--- src/rtl/smoldvi_stream_frontend.sv ---
`timescale 1ns/1ps
// SmolDVI pixel-clock front end: buffered {sof,rgb} pixel stream feeding a built-in
// video timing generator with pixel repetition, frame resync and underrun recovery.
module smoldvi_stream_frontend #(
    parameter logic        H_SYNC_POLARITY         = 1'b0,
    parameter int unsigned H_FRONT_PORCH           = 16,
    parameter int unsigned H_SYNC_WIDTH            = 96,
    parameter int unsigned H_BACK_PORCH            = 48,
    parameter int unsigned H_ACTIVE_PIXELS         = 640,
    parameter logic        V_SYNC_POLARITY         = 1'b0,
    parameter int unsigned V_FRONT_PORCH           = 10,
    parameter int unsigned V_SYNC_WIDTH            = 2,
    parameter int unsigned V_BACK_PORCH            = 33,
    parameter int unsigned V_ACTIVE_LINES          = 480,
    parameter int unsigned PIX_REPEAT              = 1,
    parameter int unsigned FIFO_DEPTH              = 16,
    parameter int unsigned COLOUR_SIGNIFICANT_BITS = 6,
    parameter logic [23:0] BORDER_RGB              = 24'h000000
) (
    input  logic                          clk_pix,
    input  logic                          rst_n_pix,
    input  logic                          en,
    input  logic [23:0]                   pix_data,
    input  logic                          pix_sof,
    input  logic                          pix_valid,
    output logic                          pix_ready,
    output logic                          den,
    output logic                          hsync,
    output logic                          vsync,
    output logic [7:0]                    r,
    output logic [7:0]                    g,
    output logic [7:0]                    b,
    output logic                          frame_start,
    output logic                          err_underrun,
    output logic                          err_sof,
    output logic [$clog2(FIFO_DEPTH):0]   fifo_level
);
    localparam int unsigned H_TOTAL = H_ACTIVE_PIXELS + H_FRONT_PORCH + H_SYNC_WIDTH + H_BACK_PORCH;
    localparam int unsigned V_TOTAL = V_ACTIVE_LINES + V_FRONT_PORCH + V_SYNC_WIDTH + V_BACK_PORCH;
    localparam int unsigned HW = $clog2(H_TOTAL + 1);
    localparam int unsigned VW = $clog2(V_TOTAL + 1);
    localparam int unsigned RW = $clog2(PIX_REPEAT + 1);
    localparam int unsigned AW = $clog2(FIFO_DEPTH);

    localparam logic [HW-1:0] H_ACT        = HW'(H_ACTIVE_PIXELS);
    localparam logic [HW-1:0] H_SYNC_START = HW'(H_ACTIVE_PIXELS + H_FRONT_PORCH);
    localparam logic [HW-1:0] H_SYNC_END   = HW'(H_ACTIVE_PIXELS + H_FRONT_PORCH + H_SYNC_WIDTH);
    localparam logic [HW-1:0] H_LAST       = HW'(H_TOTAL - 1);
    localparam logic [VW-1:0] V_ACT        = VW'(V_ACTIVE_LINES);
    localparam logic [VW-1:0] V_SYNC_START = VW'(V_ACTIVE_LINES + V_FRONT_PORCH);
    localparam logic [VW-1:0] V_SYNC_END   = VW'(V_ACTIVE_LINES + V_FRONT_PORCH + V_SYNC_WIDTH);
    localparam logic [VW-1:0] V_LAST       = VW'(V_TOTAL - 1);
    localparam logic [RW-1:0] REP_LAST     = RW'(PIX_REPEAT - 1);
    localparam logic [AW:0]   FIFO_FULL    = (AW + 1)'(FIFO_DEPTH);
    localparam logic [7:0]    CH_MASK      = ~(8'hFF >> COLOUR_SIGNIFICANT_BITS);
    localparam logic [23:0]   RGB_MASK     = {CH_MASK, CH_MASK, CH_MASK};
    localparam logic [23:0]   BORDER_OUT   = BORDER_RGB & RGB_MASK;

    typedef enum logic [1:0] {IDLE, SEEK, RUN} state_t;

    state_t          state;
    logic [HW-1:0]   h;
    logic [VW-1:0]   v;
    logic [RW-1:0]   rep;
    logic [23:0]     hold;
    logic [23:0]     rgb;

    logic [24:0]     mem [FIFO_DEPTH];
    logic [AW:0]     wr_ptr;
    logic [AW:0]     rd_ptr;
    logic [AW:0]     count;
    logic            full;
    logic            empty;
    logic            push;
    logic            pop;
    logic [24:0]     head;

    logic            frame_edge;
    logic            active;
    logic            rep_zero;
    logic            run_now;
    logic            take_ok;

    assign count      = wr_ptr - rd_ptr;
    assign full       = (count == FIFO_FULL);
    assign empty      = (count == '0);
    assign pix_ready  = en && !full;
    assign push       = pix_valid && pix_ready;
    assign head       = mem[rd_ptr[AW-1:0]];
    assign fifo_level = count;

    always_ff @(posedge clk_pix) begin
        if (push) begin
            mem[wr_ptr[AW-1:0]] <= {pix_sof, pix_data};
        end
    end

    always_ff @(posedge clk_pix or negedge rst_n_pix) begin
        if (!rst_n_pix) begin
            wr_ptr <= '0;
            rd_ptr <= '0;
        end else if (!en) begin
            wr_ptr <= '0;
            rd_ptr <= '0;
        end else begin
            if (push) wr_ptr <= wr_ptr + 1'b1;
            if (pop)  rd_ptr <= rd_ptr + 1'b1;
        end
    end

    assign frame_edge = (h == '0) && (v == '0);
    assign active     = (h < H_ACT) && (v < V_ACT);
    assign rep_zero   = (rep == '0);

    // The (0,0) cycle re-decides the mode for the whole frame; IDLE with en=1 lands here
    // with an empty FIFO, so the first frame after enable always runs as border.
    always_comb begin
        run_now = frame_edge ? (!empty && head[24]) : (state == RUN);
        take_ok = !empty && (!head[24] || frame_edge);
        pop     = 1'b0;
        if (en) begin
            if (run_now) pop = active && rep_zero && take_ok;
            else         pop = !empty && !head[24];
        end
    end

    always_ff @(posedge clk_pix or negedge rst_n_pix) begin
        if (!rst_n_pix) begin
            state        <= IDLE;
            h            <= '0;
            v            <= '0;
            rep          <= '0;
            hold         <= '0;
            rgb          <= '0;
            den          <= 1'b0;
            hsync        <= ~H_SYNC_POLARITY;
            vsync        <= ~V_SYNC_POLARITY;
            frame_start  <= 1'b0;
            err_underrun <= 1'b0;
            err_sof      <= 1'b0;
        end else if (!en) begin
            state        <= IDLE;
            h            <= '0;
            v            <= '0;
            rep          <= '0;
            rgb          <= '0;
            den          <= 1'b0;
            hsync        <= ~H_SYNC_POLARITY;
            vsync        <= ~V_SYNC_POLARITY;
            frame_start  <= 1'b0;
            err_underrun <= 1'b0;
            err_sof      <= 1'b0;
        end else begin
            if (h == H_LAST) begin
                h <= '0;
                v <= (v == V_LAST) ? '0 : v + 1'b1;
            end else begin
                h <= h + 1'b1;
            end

            if (h < H_ACT) rep <= (rep == REP_LAST) ? '0 : rep + 1'b1;
            else           rep <= '0;

            den         <= active;
            hsync       <= (h >= H_SYNC_START && h < H_SYNC_END) ? H_SYNC_POLARITY : ~H_SYNC_POLARITY;
            vsync       <= (v >= V_SYNC_START && v < V_SYNC_END) ? V_SYNC_POLARITY : ~V_SYNC_POLARITY;
            frame_start <= frame_edge;

            if (run_now) begin
                state <= RUN;
                rgb   <= '0;
                if (active && rep_zero) begin
                    if (take_ok) begin
                        hold <= head[23:0];
                        rgb  <= head[23:0] & RGB_MASK;
                    end else begin
                        // Empty head is an underrun; a non-first sof head is kept for the next frame.
                        state <= SEEK;
                        rgb   <= BORDER_OUT;
                        if (empty) err_underrun <= 1'b1;
                        else       err_sof      <= 1'b1;
                    end
                end else if (active) begin
                    rgb <= hold & RGB_MASK;
                end
            end else begin
                state <= SEEK;
                rgb   <= active ? BORDER_OUT : '0;
            end
        end
    end

    assign {r, g, b} = rgb;

endmodule

--- config.mk ---
export PLATFORM = sky130hd
export DESIGN_NAME = smoldvi_stream_frontend
export DESIGN_NICKNAME = d
export VERILOG_FILES = /design/src/rtl/smoldvi_stream_frontend.sv
export SDC_FILE = /design/constraint.sdc
export NUM_CORES = 1
export LEC_CHECK = 0
export CAP_MARGIN = 10
export CORE_MARGIN = 4
export CORE_UTILIZATION = 54
export CTS_BUF_LIST = sky130_fd_sc_hd__clkbuf_8 sky130_fd_sc_hd__clkbuf_16
export CTS_CLUSTER_SIZE = 14
export DETAILED_ROUTE_END_ITERATION = 10
export PLACE_DENSITY_LB_ADDON = 0.1
export SYNTH_ARGS = -nofsm -noshare
export SYNTH_HDL_FRONTEND = slang
export SYNTH_SLANG_ARGS = --single-unit
--- constraint.sdc ---
create_clock -name clk_pix -period 3.5 [get_ports clk_pix]
set_input_delay 1.05 -clock clk_pix [delete_from_list [all_inputs] [get_ports clk_pix]]
set_output_delay 1.05 -clock clk_pix [all_outputs]
set_load 0.05 [all_outputs]
==> impl_metrics.sql, run 1 <==
INSERT INTO impl_metrics (metric_group, metric, value, unit) VALUES
('floorplanning', 'fp.coreArea', '26130', 'um2'),
('route', 'vias', '7257', ''),
('critical_path', 'cp_slowest_stage_delay', '550', 'ps'),
('pwr', 'power_density', '689.0', 'nW/um2'),
('logic_synthesis', 'synth-async-reset-ratio', '15.56', '%'),
('cts', 'cts_buffer_depth', '3', ''),
('route', 'drt_pass1_iterations', '7', ''),
('floorplanning', 'row_count', '59', ''),
('logic_synthesis', 'synth_flop_cell', 'edfxtp_1', ''),
('critical_path', 'timing.critical_path.to_type', 'output port', ''),
('global_route', 'grt_resource_usage_total', '21.24', '%'),
('critical_path', 'critical-path-top-delay-family', 'adder cells', ''),
('floorplanning', 'chipHeight', '171.1', 'um'),
('route', 'drc_errors', '0', ''),
('route', 'routed_via_density', '6.063', ''),
('logic_synthesis', 'synth_sequential_area_ratio', '73.31', '%'),
('min_path', 'holdCritPathClass', 'in2async', ''),
('cts', 'clk_latency', '520', 'ps'),
('critical_path', 'cp.buffers_inverters', '1', ''),
('cts', 'cts_buffers', '37', ''),
('floorplanning', 'dieWidth', '171.1', 'um'),
('critical_path', 'worstPathRequired', '2450', 'ps'),
('route', 'wl_met3', '1547', 'um'),
('floorplanning', 'floorplan.initialDensity', '54.98', '%'),
('floorplanning', 'io-pin-count', '65', ''),
('run_status', 'violations_in_the_final_reports', 'setup timing', ''),
('timing', 'rsz0062_at_grt', 'yes', ''),
('cts', 'number_of_clock_sinks', '360', ''),
('pwr', 'power.leakage', '0.005830', 'uW'),
('logic_synthesis', 'syn-cell-area', '14370', 'um2'),
('timing', 'final_hold_viol_count', '0', ''),
('layout', 'multi_input_combinational_cell_area', '3724', 'um2'),
('layout', 'filler_cell_count', '1793', ''),
('critical_path', 'slowest_cell_on_crit_path', 'fa_2', ''),
('placement', 'port_buffers', '52', ''),
('run_status', 'outcome', 'finished, violations left', ''),
('logic_synthesis', 'syn_area_per_cell', '19.74', 'um2'),
('cts', 'clk_pin_slew_worst_paths', '60', 'ps'),
('global_route', 'antenna_violations_before_repair', '0', ''),
('cts', 'cts_tree', 'done', ''),
('timing', 'finalWorstSetupSlack', '-134.0', 'ps'),
('global_route', 'grt_first_pass_wirelength', '46380', 'um'),
('timing', 'timing.max_slew.rel_slack', '24.47', '%'),
('logic_synthesis', 'post_synthesis_register_bit_count', '360', ''),
('layout', 'layout-area-overhead-vs-synth', '17.95', '%'),
('logic_synthesis', 'postSynthCellCount', '728', ''),
('route', 'drt-wirelength-per-cell', '24.97', 'um'),
('critical_path', 'worstSetupStartpointType', 'flop', ''),
('timing', 'slew_viol_final', '0', ''),
('critical_path', 'worstPathArrival', '2580', 'ps'),
('cts', 'cts.root.buffer_cell', 'clkbuf_16', ''),
('timing', 'worst_slew_pin_slew', '1133', 'ps'),
('route', 'met1_length', '11900', 'um'),
('logic_synthesis', 'synth_enable_flop_cells', '304', ''),
('logic_synthesis', 'synth-warning-count', '0', ''),
('layout', 'finalNetCount', '876', ''),
('critical_path', 'path_cells', 'ha_4 > fa_2 > nand3b_1 > nor4bb_2 > or2_4 > a21oi_4 > buf_12', ''),
('route', 'ant_nets', '0', ''),
('floorplanning', 'dieArea', '29280', 'um2'),
('timing', 'clock-skew-final', '16.06', 'ps'),
('route', 'detailroute.wirelength.met2', '15870', 'um'),
('layout', 'antenna_cells_inserted', '0', ''),
('timing', 'achievable_frequency', '275.2', 'MHz'),
('route', 'topRoutingLayerUsed', 'met4', ''),
('critical_path', 'critPathMaxFanout', '3', ''),
('pwr', 'total_power', '11680', 'uW'),
('flow_run', 'maxCapViolations', '0', ''),
('placement', 'place_hpwl', '17290', 'um'),
('global_route', 'pin_count_of_the_biggest_net_entering_global_routing', '76', ''),
('layout', 'final_core_util', '64.85', '%'),
('pwr', 'vdd.ir_drop.worst', '0.0005842', 'V'),
('layout', 'register_area', '10540', 'um2'),
('global_route', 'grt.overflow.total', '0', ''),
('critical_path', 'worst_setup_path_class', 'reg2out', ''),
('timing', 'final-setup-viol-count', '2', ''),
('timing', 'finalWorstPathRequiredPeriod', '3634', 'ps'),
('timing', 'timing.final.crit_share', '103.8', '%'),
('logic_synthesis', 'ys_types', '50', ''),
('route', 'detailedRoute.firstIterationViolations', '600', ''),
('layout', 'drive_above_1_share', '26.91', '%'),
('global_route', 'vias_in_the_first_global_route', '7611', ''),
('route', 'wl', '29890', 'um'),
('cts', 'cts-htree-levels', '2', ''),
('placement', 'routabilityCongestion', '0.8232', '');
sequential cells by signal (all words and copies together) (netlist names):
name          flops
hsync             1
den               1
rd_ptr            5
err_sof           1
err_underrun      1
frame_start       1
state             2
vsync             1
mem             304
h                10
wr_ptr            5
v                10
rgb              18
cells by family (layout without fill, tap and decap cells):
kind of cell	Yosys count	in the layout	synth area share [%]
buf+inv	52	181	1.646
xor+xnor	15	15	0.9144
flops	360	360	73.31
compound gates	37	37	1.594
mux	104	104	15.48
simple gates	145	145	5.765
fa+ha+maj	14	14	1.271
other cells	1	6	0.02610
final cells by class:
class	instances	area share, %
Multi-Input combinational cell	321	21.97
Timing Repair Buffer	99	6.113
Clock inverter	30	1.395
Tap cell	335	2.473
Sequential cell	360	62.19
Inverter	14	0.3101
Clock buffer	38	5.545
placed cells by master, fill, tap and decap left out, drive strengths merged, types with 6 or more instances in the layout:
| cell | synthesis | routed |
|---|---|---|
| mux4 | 94 | 94 |
| nand2b | 8 | 8 |
| o31ai | 6 | 6 |
| nor3 | 7 | 7 |
| nor2 | 26 | 26 |
| edfxtp | 304 | 304 |
| nand3 | 14 | 14 |
| buf | 20 | 54 |
| inv | 14 | 31 |
| clkdlybuf4s50 | 0 | 45 |
| nand2 | 24 | 24 |
| xor2 | 9 | 9 |
| nor3b | 19 | 19 |
| mux2i | 8 | 8 |
| xnor2 | 6 | 6 |
| clkbuf | 18 | 38 |
| and3 | 21 | 21 |
| dfrtp | 54 | 54 |
| a21oi | 8 | 8 |
| o21ai | 13 | 13 |
| ha | 13 | 13 |
| clkinv | 0 | 7 |
| conb | 1 | 6 |
report_power, final:
part	total [uW]	leakage [uW]	switching (uW)	internal (uW)
Clock	3760	0.000624	1570	2190
Sequential	4860	0.00349	49.9	4810
Combinational	3060	0.00171	1600	1460
Total	11700	0.00583	3220	8450
per-layer routing:
layer / track usage (%) / vias to the layer above
li1: - / 3151
met1: 29.16 / 3844
met2: 36.77 / 209
met3: 2.888 / 53
met4: 5.098 / 0
met5: 0 / -
path summary, 6_finish.rpt:
kind	from	endpoint	slack, ps	cells after the start
min in group clk_pix	err_sof$_DFFE_PN0P_	err_sof$_DFFE_PN0P_	500	1
worst min-delay path	rst_n_pix	hsync$_DFF_PN1_	500	1
worst max register to register	rd_ptr[0]$_DFFE_PN0P_	mem[6][3]$_DFFE_PP_	330	12
max in group asynchronous	rst_n_pix	vsync$_DFF_PN1_	2630	2
worst max-delay path	rd_ptr[0]$_DFFE_PN0P_	pix_ready	-130	7
worst min register to register	err_sof$_DFFE_PN0P_	err_sof$_DFFE_PN0P_	500	1
Yosys cell counts, types with 9 or more instances:
master    number  area [um2]
o21ai_0       12       60.06
buf_2         12       60.06
ha_1          13       162.7
nor3b_1       19       142.6
nand3_1       13       65.06
and3_1        21       131.4
nand2_1       24       90.09
clkbuf_1      18       67.56
dfrtp_1       54        1351
nor2_1        26       97.59
edfxtp_1     304        9129
mux4_2        94        2117
xor2_1         9       78.83
inv_1         14       52.55
through the flow:
step                      instances  setup TNS [ps]  area [um2]  worst slack (ps)  hold WS, ps
final                          1197          -151.1       16950            -134.0        497.7
after global routing           1197          -312.4       16950            -217.8        494.3
after CTS                      1195          -156.3       16920            -85.61        489.5
after detailed placement       1124               0       15670             143.5        491.9
after global placement         1124               0       15670             162.0        478.0
after floorplan                 733               0       14430             3.118        468.7
timing repair:
action	in CTS	in global routing
gates resized for setup	9	3
endpoints found under the setup margin	2	6
hold buffers	0	0
pin swaps	5	7
setup buffers	3	2
No activity file was read; power rests on OpenSTA's default activity.
==> inputs of run 2 (changes only) <==
--- a/config.mk
+++ b/config.mk
@@ -12,6 +12,7 @@
 export CTS_CLUSTER_SIZE = 14
 export DETAILED_ROUTE_END_ITERATION = 10
 export PLACE_DENSITY_LB_ADDON = 0.1
+export SLEW_MARGIN = 20
 export SYNTH_ARGS = -nofsm -noshare
 export SYNTH_HDL_FRONTEND = slang
 export SYNTH_SLANG_ARGS = --single-unit
==> impl_metrics.sql, run 2 (synthesis gave the netlist of run 1 again) <==
INSERT INTO impl_metrics (metric_group, metric, value, unit) VALUES
('timing', 'final_hold_viol_count', '0', ''),
('floorplanning', 'dieWidth', '171.1', 'um'),
('timing', 'finalWorstPathRequiredPeriod', '3674', 'ps'),
('pwr', 'power.leakage', '0.005838', 'uW'),
('layout', 'antenna_cells_inserted', '0', ''),
('timing', 'clock-skew-final', '17.15', 'ps'),
('critical_path', 'timing.critical_path.to_type', 'output port', ''),
('min_path', 'holdCritPathClass', 'reg2reg', ''),
('placement', 'placed_area', '15670', 'um2'),
('global_route', 'grt_first_pass_wirelength', '46380', 'um'),
('layout', 'final_area', '16970', 'um2'),
('critical_path', 'worstPathArrival', '2620', 'ps'),
('timing', 'achievable_frequency', '272.2', 'MHz'),
('run_status', 'violations_in_the_final_reports', 'setup timing', ''),
('flow_run', 'maxCapViolations', '0', ''),
('timing', 'final-setup-viol-count', '2', ''),
('placement', 'port_buffers', '52', ''),
('layout', 'final_common_cell', 'edfxtp_1', ''),
('placement', 'place_hpwl', '17290', 'um'),
('cts', 'cts.root.buffer_cell', 'clkbuf_16', ''),
('route', 'routed_via_density', '6.058', ''),
('route', 'drt-wirelength-per-cell', '24.99', 'um'),
('route', 'detailedRoute.firstIterationViolations', '624', ''),
('layout', 'filler_cell_count', '1788', ''),
('timing', 'rsz0062_at_grt', 'yes', ''),
('placement', 'post-place-cells', '1124', ''),
('critical_path', 'cp.buffers_inverters', '1', ''),
('global_route', 'vias_in_the_first_global_route', '7611', ''),
('pwr', 'vdd.ir_drop.worst', '0.0005819', 'V'),
('route', 'ant_nets', '0', ''),
('layout', 'register_area', '10540', 'um2'),
('pwr', 'power_density', '688.6', 'nW/um2'),
('floorplanning', 'floorplan.initialDensity', '54.98', '%'),
('cts', 'ctsHoldBuffers', '0', ''),
('timing', 'fin_worst_hold_slack', '498.0', 'ps'),
('global_route', 'antenna_violations_before_repair', '0', ''),
('global_route', 'grt.overflow.total', '0', ''),
('layout', 'finalNetCount', '877', ''),
('floorplanning', 'chipHeight', '171.1', 'um'),
('floorplanning', 'io-pin-count', '65', ''),
('floorplanning', 'fp.coreArea', '26130', 'um2'),
('timing', 'worst_slew_pin_slew', '735.9', 'ps'),
('cts', 'cts-htree-levels', '2', ''),
('global_route', 'pin_count_of_the_biggest_net_entering_global_routing', '76', ''),
('critical_path', 'critPathMaxFanout', '3', ''),
('cts', 'clk_latency', '520', 'ps'),
('cts', 'cts_tree', 'done', ''),
('layout', 'largest_register_ffs', '304', ''),
('layout', 'layout-area-overhead-vs-synth', '18.09', '%'),
('route', 'vias', '7257', ''),
('floorplanning', 'row_count', '59', ''),
('floorplanning', 'dieArea', '29280', 'um2'),
('route', 'drt_pass1_iterations', '5', ''),
('cts', 'cts_buffer_depth', '3', ''),
('global_route', 'grt_resource_usage_total', '21.24', '%'),
('placement', 'routabilityCongestion', '0.8232', ''),
('cts', 'cts_buffers', '37', ''),
('timing', 'timing.final.crit_share', '105.0', '%'),
('critical_path', 'cp_slowest_stage_delay', '550', 'ps'),
('cts', 'clk_pin_slew_worst_paths', '60', 'ps'),
('timing', 'timing.max_slew.rel_slack', '50.94', '%'),
('critical_path', 'path_cells', 'ha_4 > fa_2 > nand3b_1 > nor4bb_2 > or2_4 > a21oi_4 > buf_12', ''),
('timing', 'finalWorstSetupSlack', '-173.8', 'ps'),
('critical_path', 'critical-path-top-delay-family', 'adder cells', ''),
('critical_path', 'worstSetupStartpointType', 'flop', ''),
('route', 'wl', '29940', 'um'),
('critical_path', 'slowest_cell_on_crit_path', 'fa_2', ''),
('cts', 'number_of_clock_sinks', '360', ''),
('layout', 'drive_above_1_share', '27.00', '%'),
('layout', 'final_cell_mix', '304 x edfxtp_1, 94 x mux4_2, 51 x dfrtp_1, 45 x clkdlybuf4s50_1', ''),
('run_status', 'outcome', 'finished, violations left', ''),
('critical_path', 'worstPathRequired', '2450', 'ps'),
('pwr', 'total_power', '11680', 'uW'),
('critical_path', 'worst_setup_path_class', 'reg2out', ''),
('timing', 'slew_viol_final', '0', ''),
('layout', 'multi_input_combinational_cell_area', '3724', 'um2'),
('route', 'drc_errors', '0', ''),
('layout', 'stdcell_count', '1198', '');
## run 2: metrics by stage
| stage | setup TNS (ps) | setup WS [ps] | util, % |
|---|---|---|---|
| after floorplan | 0 | 3.118 | - |
| after global routing | -347.3 | -250.3 | 64.92 |
| after CTS | -156.3 | -85.61 | 64.76 |
| after detailed placement | 0 | 143.5 | 59.98 |
| final | -194.7 | -173.8 | 64.92 |
| after global placement | 0 | 162.0 | 59.98 |
## run 2: layout make-up
class | instances | share of cell area, %
inverters | 14 | 0.3097
multi-input cells | 321 | 21.95
flip-flops and latches | 360 | 62.12
clock buffers | 38 | 5.538
repair buffers | 100 | 6.224
well taps | 335 | 2.470
clock inverters | 30 | 1.394
## run 2: final timing paths
path | end | startpoint | slack, ps | depth (start not counted)
worst min register to register | err_sof$_DFFE_PN0P_ | err_sof$_DFFE_PN0P_ | 500 | 1
max in group asynchronous | vsync$_DFF_PN1_ | rst_n_pix | 2630 | 2
min in group asynchronous | hsync$_DFF_PN1_ | rst_n_pix | 510 | 1
worst min-delay path | err_sof$_DFFE_PN0P_ | err_sof$_DFFE_PN0P_ | 500 | 1
worst max register to register | mem[6][3]$_DFFE_PP_ | rd_ptr[0]$_DFFE_PN0P_ | 330 | 12
worst max-delay path | pix_ready | rd_ptr[0]$_DFFE_PN0P_ | -170 | 7
## run 2: power by group
part | total [uW] | internal (uW) | switching [uW]
Clock | 3750 | 2190 | 1570
Sequential | 4860 | 4810 | 50.1
Combinational | 3070 | 1470 | 1600
Total | 11700 | 8460 | 3220
## run 2: timing repair
| item | 4_1_cts | 5_1_grt |
|---|---|---|
| setup buffers | 3 | 2 |
| pin swaps | 5 | 7 |
| endpoints found under the setup margin | 2 | 6 |
| resized for setup | 9 | 3 |
## run 2: per-layer routing
metal / vias to the layer above / track usage, % / share of wire [%]
li1: 3151 / - / -
met5: - / 0 / 0
met1: 3862 / 29.16 / 41
met3: 47 / 2.888 / 4.6
met2: 197 / 36.77 / 53
met4: 0 / 5.098 / 1.8
